[config.mk]
export PLATFORM = sky130hd
export DESIGN_NAME = ram_byte_reader
export DESIGN_NICKNAME = d
export VERILOG_FILES = /design/src/rtl/ram_pkg.sv /design/src/rtl/ram_line_cache.sv /design/src/rtl/ram_byte_reader.sv
export SDC_FILE = /design/constraint.sdc
export NUM_CORES = 1
export LEC_CHECK = 0
export ABC_AREA = 1
export BUFFER_PORTS_ARGS = -buffer_cell sky130_fd_sc_hd__buf_2
export CORE_ASPECT_RATIO = 0.7
export CORE_MARGIN = 4
export CORE_UTILIZATION = 37
export DETAILED_ROUTE_END_ITERATION = 8
export PLACE_DENSITY = 0.57
export SYNTH_ARGS = -nofsm -noshare
export SYNTH_HDL_FRONTEND = slang
export SYNTH_HIERARCHICAL = 1
export SYNTH_SLANG_ARGS = --single-unit
[constraint.sdc]
create_clock -name clk -period 4 [get_ports clk]
set_clock_uncertainty 0.2 [all_clocks]
set_input_delay 0.8 -clock clk [delete_from_list [all_inputs] [get_ports clk]]
set_output_delay 0.8 -clock clk [all_outputs]
set_load 0.01 [all_outputs]
[src/rtl/ram_pkg.sv]
// Definitions shared by the byte reader and its line cache: FSM encoding,
// statistics counter width, default address width and small helpers.
package ram_pkg;

   localparam int ADDR_W_DEF = 23;
   localparam int CNT_W      = 16;

   localparam logic [1:0] ST_IDLE  = 2'd0;
   localparam logic [1:0] ST_ISSUE = 2'd1;
   localparam logic [1:0] ST_WAIT  = 2'd2;
   localparam logic [1:0] ST_RESP  = 2'd3;

   typedef logic [CNT_W-1:0] cnt_t;

   // Byte lane 0 is the low half of the memory word.
   function automatic logic [7:0] pick_byte(input logic [15:0] word, input logic sel);
      return sel ? word[15:8] : word[7:0];
   endfunction

   function automatic cnt_t sat_inc(input cnt_t v);
      return (v == '1) ? v : v + 1'b1;
   endfunction

endpackage

[src/rtl/ram_line_cache.sv]
// One-word read cache: valid/tag/data registers, same-cycle hit compare and
// invalidate-versus-fill priority.
module ram_line_cache
   import ram_pkg::*;
#(
   parameter int TAG_W    = ADDR_W_DEF - 1,
   parameter int CACHE_EN = 1
) (
   input  logic             clk,
   input  logic             rst_n,
   input  logic [TAG_W-1:0] lookup_tag,
   input  logic             inv,
   input  logic             load_en,
   input  logic [TAG_W-1:0] load_tag,
   input  logic [15:0]      load_data,
   output logic             hit,
   output logic [15:0]      line_data
);

   logic             valid_q, valid_d;
   logic [TAG_W-1:0] tag_q, tag_d;
   logic [15:0]      data_q, data_d;

   always_comb begin
      // NOTE: each _d starts from its _q value so no branch below can leave it unassigned and infer a latch.
      valid_d = valid_q;
      tag_d   = tag_q;
      data_d  = data_q;
      if (inv) valid_d = 1'b0;
      // A fill arriving together with an invalidate wins: the word is fresh.
      if (load_en) begin
         valid_d = 1'b1;
         tag_d   = load_tag;
         data_d  = load_data;
      end
   end

   // NOTE: the line is a handful of flops, so tag and data are reset along with valid; no X reaches the compare.
   always_ff @(posedge clk or negedge rst_n) begin
      if (!rst_n) begin
         valid_q <= 1'b0;
         tag_q   <= '0;
         data_q  <= '0;
      end else begin
         // NOTE: non-blocking assignments so every register samples pre-edge values.
         valid_q <= valid_d;
         tag_q   <= tag_d;
         data_q  <= data_d;
      end
   end

   assign hit       = (CACHE_EN != 0) && valid_q && (tag_q == lookup_tag) && !inv;
   assign line_data = data_q;

endmodule

[src/rtl/ram_byte_reader.sv]
// Byte-granular reader in front of a 16-bit word memory, with a one-word cache,
// bounded wait for read data and saturating hit/miss statistics.
module ram_byte_reader
   import ram_pkg::*;
#(
   parameter int ADDR_W   = ADDR_W_DEF,
   parameter int TIMEOUT  = 255,
   parameter int CACHE_EN = 1
) (
   input  logic              clk,
   input  logic              rst_n,
   input  logic [ADDR_W-1:0] ram_addr,
   input  logic              in_valid,
   output logic              busy,
   output logic [7:0]        data_out,
   output logic              out_valid,
   output logic              err,
   input  logic              cache_inv,
   output logic [ADDR_W-2:0] mem_addr,
   output logic              mem_rd_req,
   input  logic              mem_ack,
   input  logic [15:0]       mem_rdata,
   input  logic              mem_rvalid,
   output logic [15:0]       hit_cnt,
   output logic [15:0]       miss_cnt
);

   localparam int WORD_W = ADDR_W - 1;
   localparam int TO_W   = (TIMEOUT < 2) ? 1 : $clog2(TIMEOUT);

   logic [1:0]        state_q, state_d;
   logic [TO_W-1:0]   wait_cnt_q, wait_cnt_d;
   logic [WORD_W-1:0] mem_addr_q, mem_addr_d;
   logic              byte_sel_q, byte_sel_d;
   logic              out_valid_q, out_valid_d;
   logic              err_q, err_d;
   logic [7:0]        data_out_q, data_out_d;
   cnt_t              hit_cnt_q, hit_cnt_d;
   cnt_t              miss_cnt_q, miss_cnt_d;

   logic              cache_hit;
   logic [15:0]       line_data;
   logic              accept, acc_hit, acc_miss;
   logic              fill, timed_out;

   assign busy      = (state_q == ST_ISSUE) || (state_q == ST_WAIT);
   assign accept    = in_valid && !busy;
   assign acc_hit   = accept && cache_hit;
   assign acc_miss  = accept && !cache_hit;

   // Data beats win over the timeout in the last permitted WAIT cycle.
   assign fill      = (state_q == ST_WAIT) && mem_rvalid;
   assign timed_out = (state_q == ST_WAIT) && !mem_rvalid &&
                      (wait_cnt_q == TO_W'(TIMEOUT - 1));

   ram_line_cache #(
      .TAG_W    (WORD_W),
      .CACHE_EN (CACHE_EN)
   ) u_cache (
      .clk        (clk),
      .rst_n      (rst_n),
      .lookup_tag (ram_addr[ADDR_W-1:1]),
      .inv        (cache_inv),
      .load_en    (fill),
      .load_tag   (mem_addr_q),
      .load_data  (mem_rdata),
      .hit        (cache_hit),
      .line_data  (line_data)
   );

   always_comb begin
      state_d    = state_q;
      wait_cnt_d = '0;
      mem_addr_d = mem_addr_q;
      byte_sel_d = byte_sel_q;
      data_out_d = data_out_q;
      hit_cnt_d  = hit_cnt_q;
      miss_cnt_d = miss_cnt_q;

      case (state_q)
         ST_IDLE:  if (acc_miss) state_d = ST_ISSUE;
         ST_ISSUE: if (mem_ack) state_d = ST_WAIT;
         ST_WAIT:  if (fill || timed_out) state_d = ST_RESP;
         // RESP has busy low, so a miss accepted here goes straight to ISSUE.
         ST_RESP:  state_d = acc_miss ? ST_ISSUE : ST_IDLE;
         default:  state_d = ST_IDLE;
      endcase

      if ((state_q == ST_WAIT) && !fill && !timed_out) wait_cnt_d = wait_cnt_q + 1'b1;

      if (acc_miss) begin
         mem_addr_d = ram_addr[ADDR_W-1:1];
         byte_sel_d = ram_addr[0];
      end

      out_valid_d = acc_hit || fill || timed_out;
      err_d       = timed_out;

      if (acc_hit)        data_out_d = pick_byte(line_data, ram_addr[0]);
      else if (fill)      data_out_d = pick_byte(mem_rdata, byte_sel_q);
      else if (timed_out) data_out_d = 8'h00;

      if (acc_hit)  hit_cnt_d  = sat_inc(hit_cnt_q);
      if (acc_miss) miss_cnt_d = sat_inc(miss_cnt_q);
   end

   always_ff @(posedge clk or negedge rst_n) begin
      if (!rst_n) begin
         state_q     <= ST_IDLE;
         wait_cnt_q  <= '0;
         mem_addr_q  <= '0;
         byte_sel_q  <= 1'b0;
         out_valid_q <= 1'b0;
         err_q       <= 1'b0;
         data_out_q  <= 8'h00;
         hit_cnt_q   <= '0;
         miss_cnt_q  <= '0;
      end else begin
         state_q     <= state_d;
         wait_cnt_q  <= wait_cnt_d;
         mem_addr_q  <= mem_addr_d;
         byte_sel_q  <= byte_sel_d;
         out_valid_q <= out_valid_d;
         err_q       <= err_d;
         data_out_q  <= data_out_d;
         hit_cnt_q   <= hit_cnt_d;
         miss_cnt_q  <= miss_cnt_d;
      end
   end

   assign mem_rd_req = (state_q == ST_ISSUE);
   assign mem_addr   = mem_addr_q;
   assign out_valid  = out_valid_q;
   assign err        = err_q;
   assign data_out   = data_out_q;
   assign hit_cnt    = hit_cnt_q;
   assign miss_cnt   = miss_cnt_q;

endmodule

==> results of run 1 <==
[worst register-to-register path: stages (launching register included)]
cell and delay (ns):
dfrtp_1 0.42, inv_1 0.13, ha_1 0.36, inv_1 0.13, nand3b_4 0.33, inv_1 0.14, buf_4 0.30, o21ai_2 0.22
nand2_1 0.10, o21ai_1 0.06
[layout make-up]
| class | count | area (µm²) | area share (%) |
|---|---|---|---|
| clock buffers | 18 | 429 | 5.89 |
| clock inverters | 14 | 154 | 2.11 |
| flip-flops and latches | 114 | 2850 | 39.2 |
| repair buffers | 113 | 588 | 8.07 |
| multi-input cells | 585 | 2690 | 36.9 |
| well taps | 200 | 250 | 3.43 |
| inverters | 85 | 320 | 4.40 |
[metal layers]
layer  part of all wire [%]  GRT usage (%)  up-vias
met1                     53           24.6     2243
met2                     41           24.4      108
li1                       -              -     2707
met4                   0.87           4.87        2
met3                    5.1           4.32       14
met5                   0.11              0        -
[registers in the layout (all words and copies together), names as in the netlist, 2 cells and up]
register,count
u_cache/line_data,16
miss_cnt,16
mem_addr,22
u_cache/tag_q,22
hit_cnt,16
state_q,2
data_out,8
wait_cnt_q,8
[cell families after synthesis]
| family | after synthesis | synth area share (%) |
|---|---|---|
| compound gates | 47 | 4.32 |
| xor+xnor | 13 | 1.90 |
| fa+ha+maj | 9 | 1.88 |
| buf+inv | 104 | 7.49 |
| flops | 114 | 47.6 |
| mux | 8 | 1.34 |
| simple gates | 508 | 35.5 |
[power by group through the flow]
stage,Clock (µW),Combinational [µW],Sequential [µW]
2_1_floorplan,0,934,1840
3_3_place_gp,0,1410,1820
3_5_place_dp,0,1420,1830
4_1_cts,1550,1430,1810
5_1_grt,1610,1630,1870
6_report,1510,1400,1810
[worst max-delay path by stage]
stage                      start           to  slack [ns]
floorplan           ram_addr[11]  miss_cnt[6]        1.70
global placement     ram_addr[1]  hit_cnt[13]        0.98
detailed placement   ram_addr[1]  hit_cnt[13]        0.95
CTS                  ram_addr[1]  hit_cnt[13]        1.36
global route         ram_addr[5]  hit_cnt[11]        1.14
finish               ram_addr[3]  hit_cnt[13]        1.38
[stage by stage]
step | power, µW | utilization, % | worst slack (ns) | hold slack, ns
after floorplan | 2770 | - | 1.70 | 0.242
after global placement | 3240 | 42.7 | 0.976 | 0.257
after detailed placement | 3250 | 42.7 | 0.948 | 0.259
after CTS | 4800 | 46.4 | 1.36 | 0.219
after global routing | 5120 | 46.4 | 1.14 | 0.247
final | 4720 | 46.4 | 1.38 | 0.201
[cell usage after synthesis (all sizes together) (3+ instances only)]
| cell | n |
|---|---|
| inv | 83 |
| nand2 | 382 |
| buf | 16 |
| ha | 9 |
| a21oi | 4 |
| xnor2 | 11 |
| dfrtp | 114 |
| clkbuf | 3 |
| or2 | 10 |
| nor3 | 6 |
| nand4 | 16 |
| nand3b | 3 |
| o21ai | 41 |
| nor2 | 54 |
| mux2i | 8 |
| nand3 | 34 |
==> metrics.yaml, run 1 <==
finish:
  n_fill_cell: 1586
  final_common_cell: "nand2_1"
  diodes: 0
  final_cell_area_um2: 7290
  layout_common_cells: "372 x nand2_1, 114 x dfrtp_1, 109 x buf_2"
  stdcell_count: 1129
  synthToLayoutAreaGrowth_pct: 21.6
  final_nets: 970
  final_layout_size_suffix_gt1_share_pct: 19.8
place:
  dpl_cell_area_um2: 6700
  place_inst: 1097
  port_buffers: 110
  dp_hpwl_um: 10200
  place.gp.congestion: 0.793
die:
  chipHeight_um: 114
  initial_core_util_pct: 38.2
  ios: 111
  rows: 38
  die_area_um2: 18300
  core_um2: 15700
  die_w_um: 160
clock_network:
  insertion_delay_ns: 0.42
  clk_pin_slew_ns: 0.06
  cts.path.max_buffers: 2
  htree_levels: 4
  clkSinkCount: 114
  cts_setup_buffers: 0
  cts_tree: "built"
  post_cts_resized: 0
  clock-root-buffer: "clkbuf_16"
  postCtsHoldBufs: 0
  numCtsBuffers: 17
hold_path:
  hp-class: "primary input to asynchronous set/reset pin"
yosys:
  yosysSeqAreaShare_pct: 47.6
  synth_edf_count: 0
  yosysTopAreaCellShare_pct: 47.6
  synth_cells: 803
  ys.flop_type: "dfrtp_1"
  async_flop_share_pct: 100
  yosys.area.top_type: "dfrtp_1"
  synth_area_per_cell_um2: 7.46
  synth_area_um2: 5990
  yosysWarnings: 6
  ys_top_cells_by_area: "dfrtp_1 48%, nand2_1 23%, inv_1 4.9%"
  ys_types: 36
  syn-num-nets: 857
  synth-seq-cells: 114
sta:
  max_slew_margin_pct: 59.2
  fin_setup_tns_ns: 0
  period_share_pct: 65.5
  setup_violations: 0
  worst_pin_slew_ns: 0.612
  fmax_mhz: 382
  rsz0062_at_grt: "false"
  finalCriticalPeriod_ns: 2.62
  maxSlewViolCount: 0
  hold_viol: 0
setup_path:
  start_kind: "primary input"
  rrSetupSlack_ns: 1.47
  max_stage_delay_ns: 0.44
  slowest_stage: "inv_1"
  cp_top_family: "simple AND/OR/NAND/NOR gates"
  cp_max_fo: 17
  path_buf_inv: 3
  crit_type: "primary input to flop"
  cp_common_cell: "nand2_1"
  cp.arrival_ns: 2.76
  r2r_start: "state_q[0]"
  worst-path-stages: 12
  crit_chain: "buf_2, xnor2_1, nand3_1, nor2_2, nand2_1, nor2_2, nand3_1, inv_1, nand2_4, inv_2, nand2_1, nand2_1"
  worstRegToRegCells: 9
  reg2reg_to: "miss_cnt[5]"
  critPathCaptureType: "flop"
  crit_required_ns: 4.14
power_and_ir_drop:
  switchingPower_uw: 1740
  swShare_pct: 36.9
  power_frac_comb_pct: 29.6
  seq_power_share_pct: 38.4
  leakagePower_uw: 0.00388
  powerDensity_nw_per_um2: 648
  peakVddDrop_mv: 0.258
  clkPwrFrac_pct: 32.0
  internal_power_uw: 2980
detailed_routing:
  vias: 5074
  routed_wl_um: 14700
  routed_via_density: 4.49
  detailedRoute.firstPassIterationCount: 4
  routedWlPerCell_um: 13.0
  first_iter_violations: 326
  antenna_left: 0
  drc: 0
grt:
  grt_max_degree: 70
  antenna_found_initial: 1
  gr-total-overflow: 0
  grt_pass1_vias: 4823
  grt_pass1_wl_um: 24800
  grt_usage_pct: 16.8
status:
  status: "completed"
run:
  maxCapViolCount: 0
Note: power is estimated with default switching activity, not from simulation.
==> run 2: changes to the inputs <==
- PLACE_DENSITY: 0.57 -> 0.59
- clock period: 4 -> 2.3 ns (I/O delays scaled with it)
==> run 2 against run 1 <==
  * Flip-flop and latch count stayed put
  * Global-route usage is 0.27 points higher
  * Final area grew 3.1%
  * Count of clock-buffer cells in the layout down 1
  * Sequential power increased by 75%
  * Core utilization up 1.4 points
  * Clock power increased by 100%
  * Critical path type is now flop to primary output
  * Critical endpoint is now busy
  * Largest cell class unchanged
  * Highest routed layer unchanged
==> metrics.yaml, run 2 (synthesized netlist as in run 1, its figures left out) <==
setup_path:
  crit_required_ns: 1.64  # was 4.14 ns
  cp_max_fo: 5  # was 17
  cp.arrival_ns: 1.47  # was 2.76 ns
  r2r_start: "state_q[0]"  # unchanged
  crit_type: "flop to primary output"  # was primary input to flop
  start_kind: "flop"  # was primary input
  crit_chain: "inv_1, ha_1, buf_2"  # was buf_2, xnor2_1, nand3_1, nor2_2, nand2_1, nor2_2, nand3_1, inv_1, nand2_4, inv_2, nand2_1, nand2_1
  rrSetupSlack_ns: 0.20  # was 1.47 ns
  reg2reg_to: "hit_cnt[12]"  # was miss_cnt[5]
  worstRegToRegCells: 9  # unchanged
  max_stage_delay_ns: 0.41  # was 0.44 ns
  slowest_stage: "dfrtp_1"  # was inv_1
  critPathCaptureType: "primary output"  # was flop
detailed_routing:
  routed_via_density: 4.50  # was 4.49
  routed_wl_um: 14700  # about the same
  antenna_left: 0  # unchanged
  detailedRoute.firstPassIterationCount: 5  # was 4
  drc: 0  # unchanged
  vias: 5132  # was 5,074
  first_iter_violations: 292  # was 326
  routedWlPerCell_um: 12.9  # was 13.0 µm
power_and_ir_drop:
  switchingPower_uw: 3020  # was 1740 µW
  seq_power_share_pct: 35.7  # was 38.4%
  internal_power_uw: 5830  # was 2980 µW
  power_frac_comb_pct: 29.4  # was 29.6%
  leakagePower_uw: 0.00401  # was 0.00388 µW
  clkPwrFrac_pct: 34.9  # was 32.0%
  peakVddDrop_mv: 0.657  # was 0.258 mV
  powerDensity_nw_per_um2: 1180  # was 648 nW/µm²
  swShare_pct: 34.1  # was 36.9%
run:
  maxCapViolCount: 0  # unchanged
grt:
  grt_pass1_wl_um: 25000  # was 24,800 µm
  antenna_found_initial: 1  # unchanged
  grt_pass1_vias: 4909  # was 4,823
  gr-total-overflow: 0  # unchanged
  grt_usage_pct: 17.0  # was 16.8%
  grt_max_degree: 74  # was 70
clock_network:
  cts_tree: "built"  # unchanged
  numCtsBuffers: 17  # unchanged
  cts.path.max_buffers: 2  # unchanged
  clkSinkCount: 114  # unchanged
  clk_pin_slew_ns: 0.05  # was 0.06 ns
  cts_setup_buffers: 0  # unchanged
  htree_levels: 4  # unchanged
  insertion_delay_ns: 0.41  # was 0.42 ns
  clock-root-buffer: "clkbuf_16"  # unchanged
finish:
  seq_area_um2: 2850  # unchanged
  final_common_cell: "nand2_1"  # unchanged
  layout_common_cells: "372 x nand2_1, 114 x dfrtp_1, 109 x buf_2"  # unchanged
  synthToLayoutAreaGrowth_pct: 25.3  # was 21.6%
  final_layout_size_suffix_gt1_share_pct: 20.8  # was 19.8%
  final_cell_area_um2: 7510  # was 7290 µm²
  multi_input_area_um2: 2690  # unchanged
  final_nets: 982  # was 970
  diodes: 0  # unchanged
  n_fill_cell: 1557  # was 1,586
die:
  die_w_um: 160  # unchanged
  core_um2: 15700  # unchanged
  ios: 111  # unchanged
  chipHeight_um: 114  # unchanged
  rows: 38  # unchanged
  die_area_um2: 18300  # unchanged
  initial_core_util_pct: 38.2  # unchanged
hold_path:
  min_delay_worst_endpoint: "u_cache/valid_q"
  min_path_cells: 2
  hp-start: "cache_inv"
  hp-class: "primary input to flop"  # was primary input to asynchronous set/reset pin
sta:
  finalCriticalPeriod_ns: 2.13
  worst_pin_slew_ns: 0.531  # was 0.612 ns
  maxSlewViolCount: 0  # unchanged
  setup_violations: 0  # unchanged
  fmax_mhz: 470
  period_share_pct: 92.5
  rsz0062_at_grt: "false"  # unchanged
  max_slew_margin_pct: 64.6  # was 59.2%
  hold_viol: 0  # unchanged
  whs_ns: 0.0636  # was 0.201 ns
place:
  port_buffers: 110  # unchanged
  dp_hpwl_um: 10500  # was 10,200 µm
  place.gp.congestion: 0.775  # was 0.793
  dpl_cell_area_um2: 6810  # was 6700 µm²
status:
  status: "completed"  # unchanged
## run 2: stage by stage
stage                     setup slack (ns)  TNS (ns)  power (µW)  instances  utilization [%]
after global routing               0.00547         0        9550       1141             47.9
after CTS                            0.158         0        8970       1141             47.8
after global placement             0.00252         0        5790       1108             43.4
final                                0.172         0        8850       1141             47.9
after floorplan                      0.344         0        4820        803                -
after detailed placement           -0.0138   -0.0182        5840       1108             43.4
## run 2: what timing repair did
item / in CTS / in global routing
hold buffers: 1 / 0
hold endpoints to repair: 114 / 0
setup endpoints to repair: 0 / 3
gates resized for setup: 0 / 1
## run 2: layer usage
| layer | vias to the layer above | global-route usage (%) | part of all wire, % |
|---|---|---|---|
| met1 | 2247 | 24.8 | 52 |
| li1 | 2740 | - | - |
| met5 | - | 0 | 0.048 |
| met3 | 15 | 5.18 | 6.2 |
| met4 | 2 | 4.53 | 0.99 |
| met2 | 128 | 24.6 | 41 |
## run 2: cell type report
| class | instances | area share [%] |
|---|---|---|
| clock inverters | 15 | 3.48 |
| flip-flops and latches | 114 | 38.0 |
| multi-input cells | 585 | 35.8 |
| well taps | 200 | 3.33 |
| clock buffers | 17 | 5.66 |
| repair buffers | 125 | 9.40 |
| inverters | 85 | 4.30 |
## run 2: how the worst max path moves through the flow
stage,endpoint,cells after the start,from
after global routing,hit_cnt[8],9,state_q[0]
after floorplan,miss_cnt[6],11,ram_addr[11]
after CTS,busy,3,state_q[0]
after detailed placement,hit_cnt[11],15,ram_addr[1]
final,busy,3,state_q[0]
after global placement,hit_cnt[11],15,ram_addr[1]
## run 2: worst max-delay path: cells and delay by family (launching register included)
kind | cells | cell delay (ns)
adder cells (fa/ha/maj) | 1 | 0.36
buffers and inverters | 2 | 0.28
flip-flops | 1 | 0.41
## run 2: power by group through the flow
| stage | Clock, µW | Sequential, µW | Combinational (µW) |
|---|---|---|---|
| 6_report | 3090 | 3160 | 2600 |
| 5_1_grt | 3270 | 3260 | 3020 |
| 4_1_cts | 3160 | 3160 | 2660 |
| 3_5_place_dp | 0 | 3190 | 2650 |
| 3_3_place_gp | 0 | 3180 | 2610 |
| 2_1_floorplan | 0 | 3200 | 1620 |
